## config.mk

```make
export PLATFORM = sky130hd
export DESIGN_NAME = memory_stage
export DESIGN_NICKNAME = d
export VERILOG_FILES = /design/src/rtl/memory_stage.sv
export SDC_FILE = /design/constraint.sdc
export NUM_CORES = 1
export LEC_CHECK = 0
export ABC_AREA = 0
export BUFFER_PORTS_ARGS = -buffer_cell sky130_fd_sc_hd__buf_2
export CAP_MARGIN = 20
export CORE_MARGIN = 4
export CORE_UTILIZATION = 50
export DETAILED_ROUTE_END_ITERATION = 16
export PLACE_DENSITY_LB_ADDON = 0.1
export SLEW_MARGIN = 25
export SYNTH_ARGS = -nofsm -noshare
export SYNTH_HDL_FRONTEND = slang
export SYNTH_SLANG_ARGS = --single-unit
```

## constraint.sdc

```tcl
create_clock -name clk -period 3 [get_ports clk]
set_clock_uncertainty 0.05 [all_clocks]
set_input_delay 0.3 -clock clk [delete_from_list [all_inputs] [get_ports clk]]
set_output_delay 0.3 -clock clk [all_outputs]
set_load 0.05 [all_outputs]
```

## src/rtl/memory_stage.sv

```systemverilog
// Memory stage: drives a single-outstanding req/ready data bus from the EX/MEM latch.
// Optional bus timeout is compiled in with `define MEM_TIMEOUT_EN.
module memory_stage #(
  parameter int unsigned TIMEOUT_CYCLES = 64
) (
  input  logic        clk,
  input  logic        nrst,
  input  logic        ex_valid,
  input  logic        flush,
  input  logic        dread,
  input  logic [1:0]  dwrite,
  input  logic [1:0]  reg_wr_mem,
  input  logic        reg_wr_mem_signed,
  input  logic [31:0] alu_out,
  input  logic [31:0] rdat2,
  output logic        dmem_req,
  output logic        dmem_wen,
  output logic [31:0] dmem_addr,
  output logic [3:0]  dmem_strb,
  output logic [31:0] dmem_wdata,
  input  logic [31:0] dmem_rdata,
  input  logic        dmem_ready,
  output logic        mem_stall,
  output logic [31:0] load_data,
  output logic        mem_done,
  output logic        misaligned,
  output logic        bus_error
);

  // Bus handshake: dmem_req rises with address/data/strobes and all of them
  // stay frozen until the cycle dmem_ready is seen high; req drops on that edge.
  typedef enum logic [1:0] {S_IDLE, S_BUSY, S_DONE} state_t;

  state_t      r_state;
  logic [1:0]  r_off;
  logic [1:0]  r_size;
  logic        r_signed;
  logic        r_flushed;

  logic        w_access;
  logic [1:0]  w_off;
  logic [1:0]  w_size;
  logic        w_misal;
  logic [3:0]  w_strb;
  logic [31:0] w_wdata;
  logic [31:0] w_lane;
  logic [31:0] w_load_fmt;

  assign w_access = ex_valid & ~flush & (dread | (dwrite != 2'd0));
  assign w_off    = alu_out[1:0];

  // Unified size code: 0 byte, 1 halfword, 2 word. Loads win over stores.
  always_comb begin
    w_size = 2'd2;
    if (dread) begin
      case (reg_wr_mem)
        2'd0:    w_size = 2'd0;
        2'd1:    w_size = 2'd1;
        default: w_size = 2'd2;
      endcase
    end else begin
      case (dwrite)
        2'd1:    w_size = 2'd0;
        2'd2:    w_size = 2'd1;
        default: w_size = 2'd2;
      endcase
    end
  end

  assign w_misal = ((w_size == 2'd1) & w_off[0]) | ((w_size == 2'd2) & (w_off != 2'd0));

  always_comb begin
    w_strb  = 4'hF;
    w_wdata = rdat2;
    case (dwrite)
      2'd1: begin
        w_strb  = 4'b0001 << w_off;
        w_wdata = {4{rdat2[7:0]}};
      end
      2'd2: begin
        w_strb  = 4'b0011 << w_off;
        w_wdata = {2{rdat2[15:0]}};
      end
      default: begin
        w_strb  = 4'hF;
        w_wdata = rdat2;
      end
    endcase
  end

  assign w_lane = dmem_rdata >> {r_off, 3'b000};

  always_comb begin
    w_load_fmt = w_lane;
    case (r_size)
      2'd0:    w_load_fmt = {{24{r_signed & w_lane[7]}},  w_lane[7:0]};
      2'd1:    w_load_fmt = {{16{r_signed & w_lane[15]}}, w_lane[15:0]};
      default: w_load_fmt = w_lane;
    endcase
  end

  assign mem_stall = ((r_state == S_IDLE) & w_access & ~w_misal) | (r_state == S_BUSY);

`ifdef MEM_TIMEOUT_EN
  localparam int unsigned TW = $clog2(TIMEOUT_CYCLES + 1);
  localparam logic [TW-1:0] TMO_LAST = TW'(TIMEOUT_CYCLES - 1);
  logic [TW-1:0] r_tmo_cnt;
`endif

  always_ff @(posedge clk or negedge nrst) begin
    if (!nrst) begin
      r_state    <= S_IDLE;
      dmem_req   <= 1'b0;
      dmem_wen   <= 1'b0;
      dmem_addr  <= 32'd0;
      dmem_strb  <= 4'd0;
      dmem_wdata <= 32'd0;
      load_data  <= 32'd0;
      mem_done   <= 1'b0;
      misaligned <= 1'b0;
      bus_error  <= 1'b0;
      r_off      <= 2'd0;
      r_size     <= 2'd0;
      r_signed   <= 1'b0;
      r_flushed  <= 1'b0;
`ifdef MEM_TIMEOUT_EN
      r_tmo_cnt  <= '0;
`endif
    end else begin
      mem_done   <= 1'b0;
      misaligned <= 1'b0;
      bus_error  <= 1'b0;
      case (r_state)
        S_IDLE: begin
          if (w_access) begin
            if (w_misal) begin
              misaligned <= 1'b1;
            end else begin
              r_state    <= S_BUSY;
              dmem_req   <= 1'b1;
              dmem_wen   <= ~dread;
              dmem_addr  <= {alu_out[31:2], 2'b00};
              dmem_strb  <= dread ? 4'd0 : w_strb;
              dmem_wdata <= dread ? 32'd0 : w_wdata;
              r_off      <= w_off;
              r_size     <= w_size;
              r_signed   <= reg_wr_mem_signed;
              r_flushed  <= 1'b0;
`ifdef MEM_TIMEOUT_EN
              r_tmo_cnt  <= '0;
`endif
            end
          end
        end
        S_BUSY: begin
          if (flush) r_flushed <= 1'b1;
          if (dmem_ready) begin
            dmem_req <= 1'b0;
            r_state  <= S_DONE;
            // A squashed instruction still finishes on the bus but retires silently.
            if (!(r_flushed | flush)) begin
              mem_done <= 1'b1;
              if (!dmem_wen) load_data <= w_load_fmt;
            end
          end
`ifdef MEM_TIMEOUT_EN
          else if (r_tmo_cnt == TMO_LAST) begin
            dmem_req  <= 1'b0;
            bus_error <= 1'b1;
            r_state   <= S_DONE;
          end else begin
            r_tmo_cnt <= r_tmo_cnt + 1'b1;
          end
`endif
        end
        S_DONE: r_state <= S_IDLE;
        default: r_state <= S_IDLE;
      endcase
    end
  end

endmodule

```

After elaboration in Yosys (flattened, before gate mapping)
Index checks and enable logic that the tools add are counted.
W data, S select, Z words.
{ "totals": {"regBits": 110, "input_bits": 107, "out_inout_bits": 106, "elab_cells": 81} }
{ "op_classes": {"n_eq_ne": 11, "shift": 3, "n_mux": 26, "n_bitwise": 17, "reduce_logical": 11} }
{ "op_table": {"columns": ["operator", "n"], "rows": [
  ["$pmux W32 S2", 2],
  ["$mux W32", 1],
  ["$shr A32 B5 Y32", 1],
  ["$mux W1", 12],
  ["$pmux W2 S2", 3],
  ["$reduce_and A4 Y1", 3],
  ["$eq A2 B1 Y1 const B", 5],
  ["$and A1 B1 Y1", 8],
  ["$mux W2", 4],
  ["$ne A2 B2 Y1 const B", 4],
  ["$pmux W4 S2", 1],
  ["$logic_not A2 Y1", 3],
  ["$reduce_and A3 Y1", 2],
  ["$reduce_bool A2 Y1", 3],
  ["$not A1 Y1", 5],
  ["$eq A2 B2 Y1 const B", 2],
  ["$mux W4", 1],
  ["$or A1 B1 Y1", 4],
  ["$pmux W1 S2", 2],
  ["$shl A1 B2 Y4 const A", 1],
  ["$shl A2 B2 Y4 const A", 1]
]} }

Longest topological paths before layout
{ "depth": {"depth_word": 9, "mapped_depth": 9, "mapped_depth_nobuf": 6} }

Worst setup path after synthesis
Ideal clock, no wire load.
{ "synth_timing": {"path_type": "input to output", "from": "input dwrite[0]", "to": "output mem_stall", "arrival_time_ps": 2001, "required_ps": 2650, "setup_slack_ps": 649, "stages": 8, "n_path_buf": 2, "cell_sequence": "inv_1 -> ha_1 -> buf_2 -> nor2b_1 -> a2111oi_4 -> nor3_2 -> buf_2 -> nand2b_1"} }
{ "synth_via": {"elab_chain_len": 9, "elab_cells_between_ends": 16, "classes_between": "eq/ne (4); mux (2); bitwise (9); reduce/logical (1)"} }
{ "synth_rtl": {"columns": ["item", "line", "source"], "rows": [
  ["start, declared", "11", "input logic [1:0] dwrite,"],
  ["$eq A2 B2 Y1 or $eq A2 B1 Y1 (tied branches)", "62", "case (dwrite)"],
  ["$pmux W2 S2", "62", null],
  ["$mux W2", "55", "if (dread) begin"],
  ["$eq A2 B1 Y1 or $eq A2 B2 Y1 (tied branches)", "70", "assign w_misal = ((w_size == 2'd1) & w_off[0]) | ((w_size == 2'd2) & (w_off != 2'd0));"],
  ["$and A1 B1 Y1", "70", null],
  ["$or A1 B1 Y1", "70", null],
  ["$not A1 Y1 (no line)", null, null],
  ["$and A1 B1 Y1 (*)", "102", "assign mem_stall = ((r_state == S_IDLE) & w_access & ~w_misal) | (r_state == S_BUSY);"],
  ["$or A1 B1 Y1 (*)", "102", null],
  ["end, declared", "23", "output logic mem_stall,"]
]} }
Mark *: on every way between the ends. The rest lies on a longest branch, timed or not.

Worst setup path in the final report
Same ends and word-level chain as after synthesis.

==> report_table.html <==
<table>
<tr><th>Metric</th><th>Value</th></tr>
<tr><th colspan="2">Logic synthesis</th></tr>
<tr><td>Sequential share of the synthesized area</td><td>50.2%</td></tr>
<tr><td>Number of warning messages in the yosys log</td><td>0</td></tr>
<tr><td>Average cell area after synthesis</td><td>about 12 µm²</td></tr>
<tr><td>Share of the synthesized area in compound gates (AO/OA/AOI/OAI)</td><td>13.3%</td></tr>
<tr><td>Cell area after synthesis</td><td>between 5000 and 6000 µm²</td></tr>
<tr><td>Xor-xnor portion of the synthesized cell area</td><td>0.160%</td></tr>
<tr><td>Post-synth cell types</td><td>45</td></tr>
<tr><td>Number of cells produced by synthesis</td><td>around 480</td></tr>
<tr><td>Seq cells post-synth</td><td>110</td></tr>
<tr><td>Area fraction in and, or, nand and nor cells after synthesis</td><td>9.05%</td></tr>
<tr><td>Adder and majority cell fraction of the synthesized area</td><td>0.912%</td></tr>
<tr><td>Multiplexer fraction of the synthesized cell area</td><td>21.3%</td></tr>
<tr><td>Largest family of logic cells by synthesized area</td><td>multiplexers</td></tr>
<tr><th colspan="2">Global routing</th></tr>
<tr><td>Grt total ovfl</td><td>0</td></tr>
<tr><td>Global-route wire length before repair</td><td>22400 µm</td></tr>
<tr><td>Number of global-route vias before repair</td><td>about 4400</td></tr>
<tr><td>Largest net degree at the start of global routing</td><td>61</td></tr>
<tr><td>Antenna violations before repair</td><td>0</td></tr>
<tr><td>GRT Total Usage</td><td>21.7%</td></tr>
<tr><th colspan="2">Worst setup path</th></tr>
<tr><td>Data required time at the worst endpoint</td><td>roughly 2.7 ns</td></tr>
<tr><td>Critical path class</td><td>in2out</td></tr>
<tr><td>Maximum fanout along the worst path</td><td>6</td></tr>
<tr><td>Critical Path Source Type</td><td>input port</td></tr>
<tr><td>Critical-path cell with the highest stage delay</td><td>sky130_fd_sc_hd__ha_1</td></tr>
<tr><td>Worst path arrival time</td><td>approximately 2.0 ns</td></tr>
<tr><td>Setup crit end kind</td><td>output port</td></tr>
<tr><td>Library cell appearing most often on the critical path</td><td>sky130_fd_sc_hd__buf_2</td></tr>
<tr><td>Max incr delay on CP</td><td>0.39 ns</td></tr>
<tr><td>Sequence of cells on the critical path</td><td>buf_2 -&gt; inv_1 -&gt; ha_1 -&gt; nor2b_1 -&gt; a2111oi_4 -&gt; nor3_4 -&gt; nand2b_1 -&gt; buf_2</td></tr>
<tr><th colspan="2">Route</th></tr>
<tr><td>DR WL/cell</td><td>around 17 µm</td></tr>
<tr><td>TritonRoute pass-1 iters</td><td>4</td></tr>
<tr><td>Total detailed-routing wirelength</td><td>14100 µm</td></tr>
<tr><td>Starting DRC count in detailed routing</td><td>about 210</td></tr>
<tr><td>Antenna Nets Post-Route</td><td>0</td></tr>
<tr><td>Vias</td><td>4334</td></tr>
<tr><td>Drc violations</td><td>0</td></tr>
<tr><td>Mean number of vias per cell</td><td>5.34</td></tr>
<tr><th colspan="2">Floorplan</th></tr>
<tr><td>Std-Cell Rows</td><td>37</td></tr>
<tr><td>Die area</td><td>12700 µm²</td></tr>
<tr><td># IOs</td><td>213</td></tr>
<tr><td>Vertical extent of the die</td><td>113 µm</td></tr>
<tr><td>Area of the core</td><td>10500 µm²</td></tr>
<tr><td>DIE WIDTH</td><td>113 µm</td></tr>
<tr><td>Effective utilization at floorplan</td><td>a little over half</td></tr>
<tr><th colspan="2">Finish</th></tr>
<tr><td>Share of final-layout standard cells stronger than drive strength 1</td><td>46.4%</td></tr>
<tr><td>Layout Area Growth over Synthesis</td><td>25.9%</td></tr>
<tr><td>Nets</td><td>between 700 and 800</td></tr>
<tr><td>Antenna cells</td><td>0</td></tr>
<tr><th colspan="2">STA</th></tr>
<tr><td>Aggregate negative setup slack</td><td>0 ns</td></tr>
<tr><td>Headroom to the max-slew limit</td><td>~53%</td></tr>
<tr><td>Shortest period the worst path allows</td><td>approximately 2.4 ns</td></tr>
<tr><td>Total count of max-transition violations in the final report</td><td>0</td></tr>
<tr><td>Maximum operating frequency</td><td>~0.42 GHz</td></tr>
<tr><td>Share of the cycle needed by the critical path after routing</td><td>78.7%</td></tr>
<tr><td>Slew @ Worst Pin</td><td>slightly above 0.7 ns</td></tr>
<tr><td>Setup violation total in the final timing report</td><td>0</td></tr>
<tr><td>Hold Violations, Final</td><td>0</td></tr>
<tr><td>Unrepaired setup endpoints after global routing</td><td>no</td></tr>
<tr><th colspan="2">Power</th></tr>
<tr><td>Leakage power of the design</td><td>3.49 nW</td></tr>
<tr><td>P per Cell Area</td><td>982 nW/µm²</td></tr>
<tr><td>Worst voltage drop across the vdd grid</td><td>0.633 mV</td></tr>
<tr><td>Total power after layout</td><td>0.00678 W</td></tr>
<tr><th colspan="2">Outcome</th></tr>
<tr><td>Run status</td><td>finished clean</td></tr>
<tr><th colspan="2">Clock network</th></tr>
<tr><td>Number of buffers on the longest clock path</td><td>2</td></tr>
<tr><td>Clock sink count</td><td>110</td></tr>
<tr><td>Post-cts hold buffer count</td><td>1</td></tr>
<tr><td>Clk_lat worst skew</td><td>0.37 ns</td></tr>
<tr><td>Clock buffers created by TritonCTS</td><td>9</td></tr>
<tr><td>Clock Tree Root</td><td>sky130_fd_sc_hd__clkbuf_8</td></tr>
<tr><td>Count of H-tree levels built during CTS</td><td>3</td></tr>
<tr><td>CTS tree</td><td>yes</td></tr>
<tr><td>Total setup buffers inserted after CTS</td><td>0</td></tr>
<tr><td>Clock-pin slew reported for the worst setup and hold paths after clock tree synthesis</td><td>0.11 ns</td></tr>
<tr><td>Resized Gates After CTS</td><td>0</td></tr>
<tr><th colspan="2">Placed design</th></tr>
<tr><td>GPL Wtd Cong</td><td>between 0.8 and 0.9</td></tr>
<tr><td>Estimated wirelength of the detail-placed design</td><td>10600 µm</td></tr>
<tr><td>Count of input and output buffers</td><td>between 200 and 250</td></tr>
<tr><th colspan="2">Job</th></tr>
<tr><td>Max-cap violation count</td><td>0</td></tr>
<tr><th colspan="2">Worst hold path</th></tr>
<tr><td>Path category of the worst min-delay check</td><td>in2reg</td></tr>
</table>
[where the power goes]
| part | switching [W] | internal (W) |
|---|---|---|
| combinational | 0.00249 | 0.000991 |
| sequential | 0.000323 | 0.00198 |
| clock | 0.000558 | 0.000433 |
[kinds of logic (layout without fill, tap and decap cells)]
kind of cell / after synthesis / after routing
AOI/OAI and AO/OA: 112 / 112
DFF: 110 / 110
muxes: 97 / 97
and+or+nand+nor: 94 / 94
buffers and inverters: 56 / 255
adders and majority gates: 4 / 4
other: 1 / 3
xor gates and xnor gates: 1 / 1
[Yosys cell counts (all sizes together)]
master | count | area share [%]
a2111oi | 1 | 0.50
a211oi | 7 | 0.96
a21boi | 1 | 0.14
a21o | 1 | 0.14
a21oi | 44 | 4.0
a22oi | 8 | 1.1
a31oi | 1 | 0.11
and3b | 1 | 0.16
buf | 19 | 2.4
clkbuf | 19 | 1.3
conb | 1 | 0.068
dfrtp | 110 | 50
ha | 4 | 0.91
inv | 18 | 1.2
mux2 | 70 | 16
mux2i | 27 | 4.9
nand2 | 21 | 1.4
nand2b | 12 | 1.4
nand3 | 8 | 0.73
nand3b | 2 | 0.27
nand4 | 1 | 0.11
nor2 | 23 | 1.6
nor2b | 19 | 2.2
nor3 | 2 | 0.27
nor4 | 1 | 0.39
o2111ai | 2 | 0.43
o21a | 8 | 1.1
o21ai | 19 | 1.7
o21bai | 2 | 0.27
o22ai | 1 | 0.11
o2bb2ai | 8 | 1.3
o311ai | 8 | 1.3
o32ai | 1 | 0.16
or2 | 2 | 0.23
or3b | 1 | 0.16
or4b | 1 | 0.18
xnor2 | 1 | 0.16
[sequential cells by signal (all words and copies together), names as in the netlist]
register,cells
r_off,2
dmem_addr,30
dmem_req,1
dmem_wdata,32
r_signed,1
r_flushed,1
misaligned,1
mem_done,1
dmem_strb,4
r_state,2
r_size,2
dmem_wen,1
load_data,32
[per-stage QoR]
stage / util (%) / hold slack, ns / std cells / cell area [µm²] / setup WS, ns
finish: 65.7 / 0.0739 / 812 / 6910 / 0.638
global route: 65.7 / 0.0584 / 812 / 6910 / 0.508
CTS: 65.7 / 0.0495 / 812 / 6910 / 0.625
detailed placement: 63.5 / 0.315 / 795 / 6670 / 0.416
global placement: 63.5 / 0.310 / 795 / 6670 / 0.565
floorplan: - / -0.0456 / 477 / 5490 / 0.649
[layout by cell type, fill, tap and decap left out, types with 7 or more instances in the layout]
master,Yosys,final
sky130_fd_sc_hd__mux2_2,40,40
sky130_fd_sc_hd__o311ai_0,8,8
sky130_fd_sc_hd__nand3_1,8,8
sky130_fd_sc_hd__a22oi_1,8,8
sky130_fd_sc_hd__nor2b_1,19,19
sky130_fd_sc_hd__o21ai_0,15,15
sky130_fd_sc_hd__mux2i_1,27,27
sky130_fd_sc_hd__mux2_4,30,30
sky130_fd_sc_hd__o21a_1,8,8
sky130_fd_sc_hd__o2bb2ai_1,8,8
sky130_fd_sc_hd__nand2b_1,12,12
sky130_fd_sc_hd__a21oi_1,44,44
sky130_fd_sc_hd__a211oi_1,7,7
sky130_fd_sc_hd__nor2_1,23,23
sky130_fd_sc_hd__buf_2,8,208
sky130_fd_sc_hd__nand2_1,21,21
sky130_fd_sc_hd__clkbuf_8,0,10
sky130_fd_sc_hd__inv_1,17,17
sky130_fd_sc_hd__dfrtp_1,110,110
[worst max-delay path: cells and delay by family]
family                   cells  cell delay [ns]
AND/OR/NAND/NOR              3             0.83
buffers and inverters        3             0.41
adder cells (fa/ha/maj)      1             0.39
AO/OA/AOI/OAI                1             0.08
[worst paths after layout]
check	start	endpoint	slack, ns	cells after the start
max	dwrite[0]	mem_stall	0.64	8
max reg2reg	r_off[1]	load_data[18]	0.70	4
min	dmem_ready	r_state[0]	0.07	2
min reg2reg	load_data[7]	load_data[7]	0.43	2
min in group asynchronous	nrst	load_data[27]	0.42	2
max in group asynchronous	nrst	dmem_wdata[19]	1.73	3
[layer usage]
layer  track usage [%]  share of wire, %  vias up
li1                  -                 -     2069
met1              30.1                44     2086
met2              34.1                47      167
met3              5.29               7.2       12
met4              6.25               1.3        0
met5                 0                 0        -
[layout make-up]
| type | instances | area (µm²) |
|---|---|---|
| Sequential cell | 110 | 2750 |
| Clock inverter | 6 | 86.3 |
| Inverter | 18 | 67.6 |
| Fill cell | 859 | 3600 |
| Tap cell | 136 | 170 |
| Timing Repair Buffer | 221 | 1220 |
| Clock buffer | 10 | 138 |
| Multi-Input combinational cell | 311 | 2470 |
No activity file was read; power rests on OpenSTA's default activity.
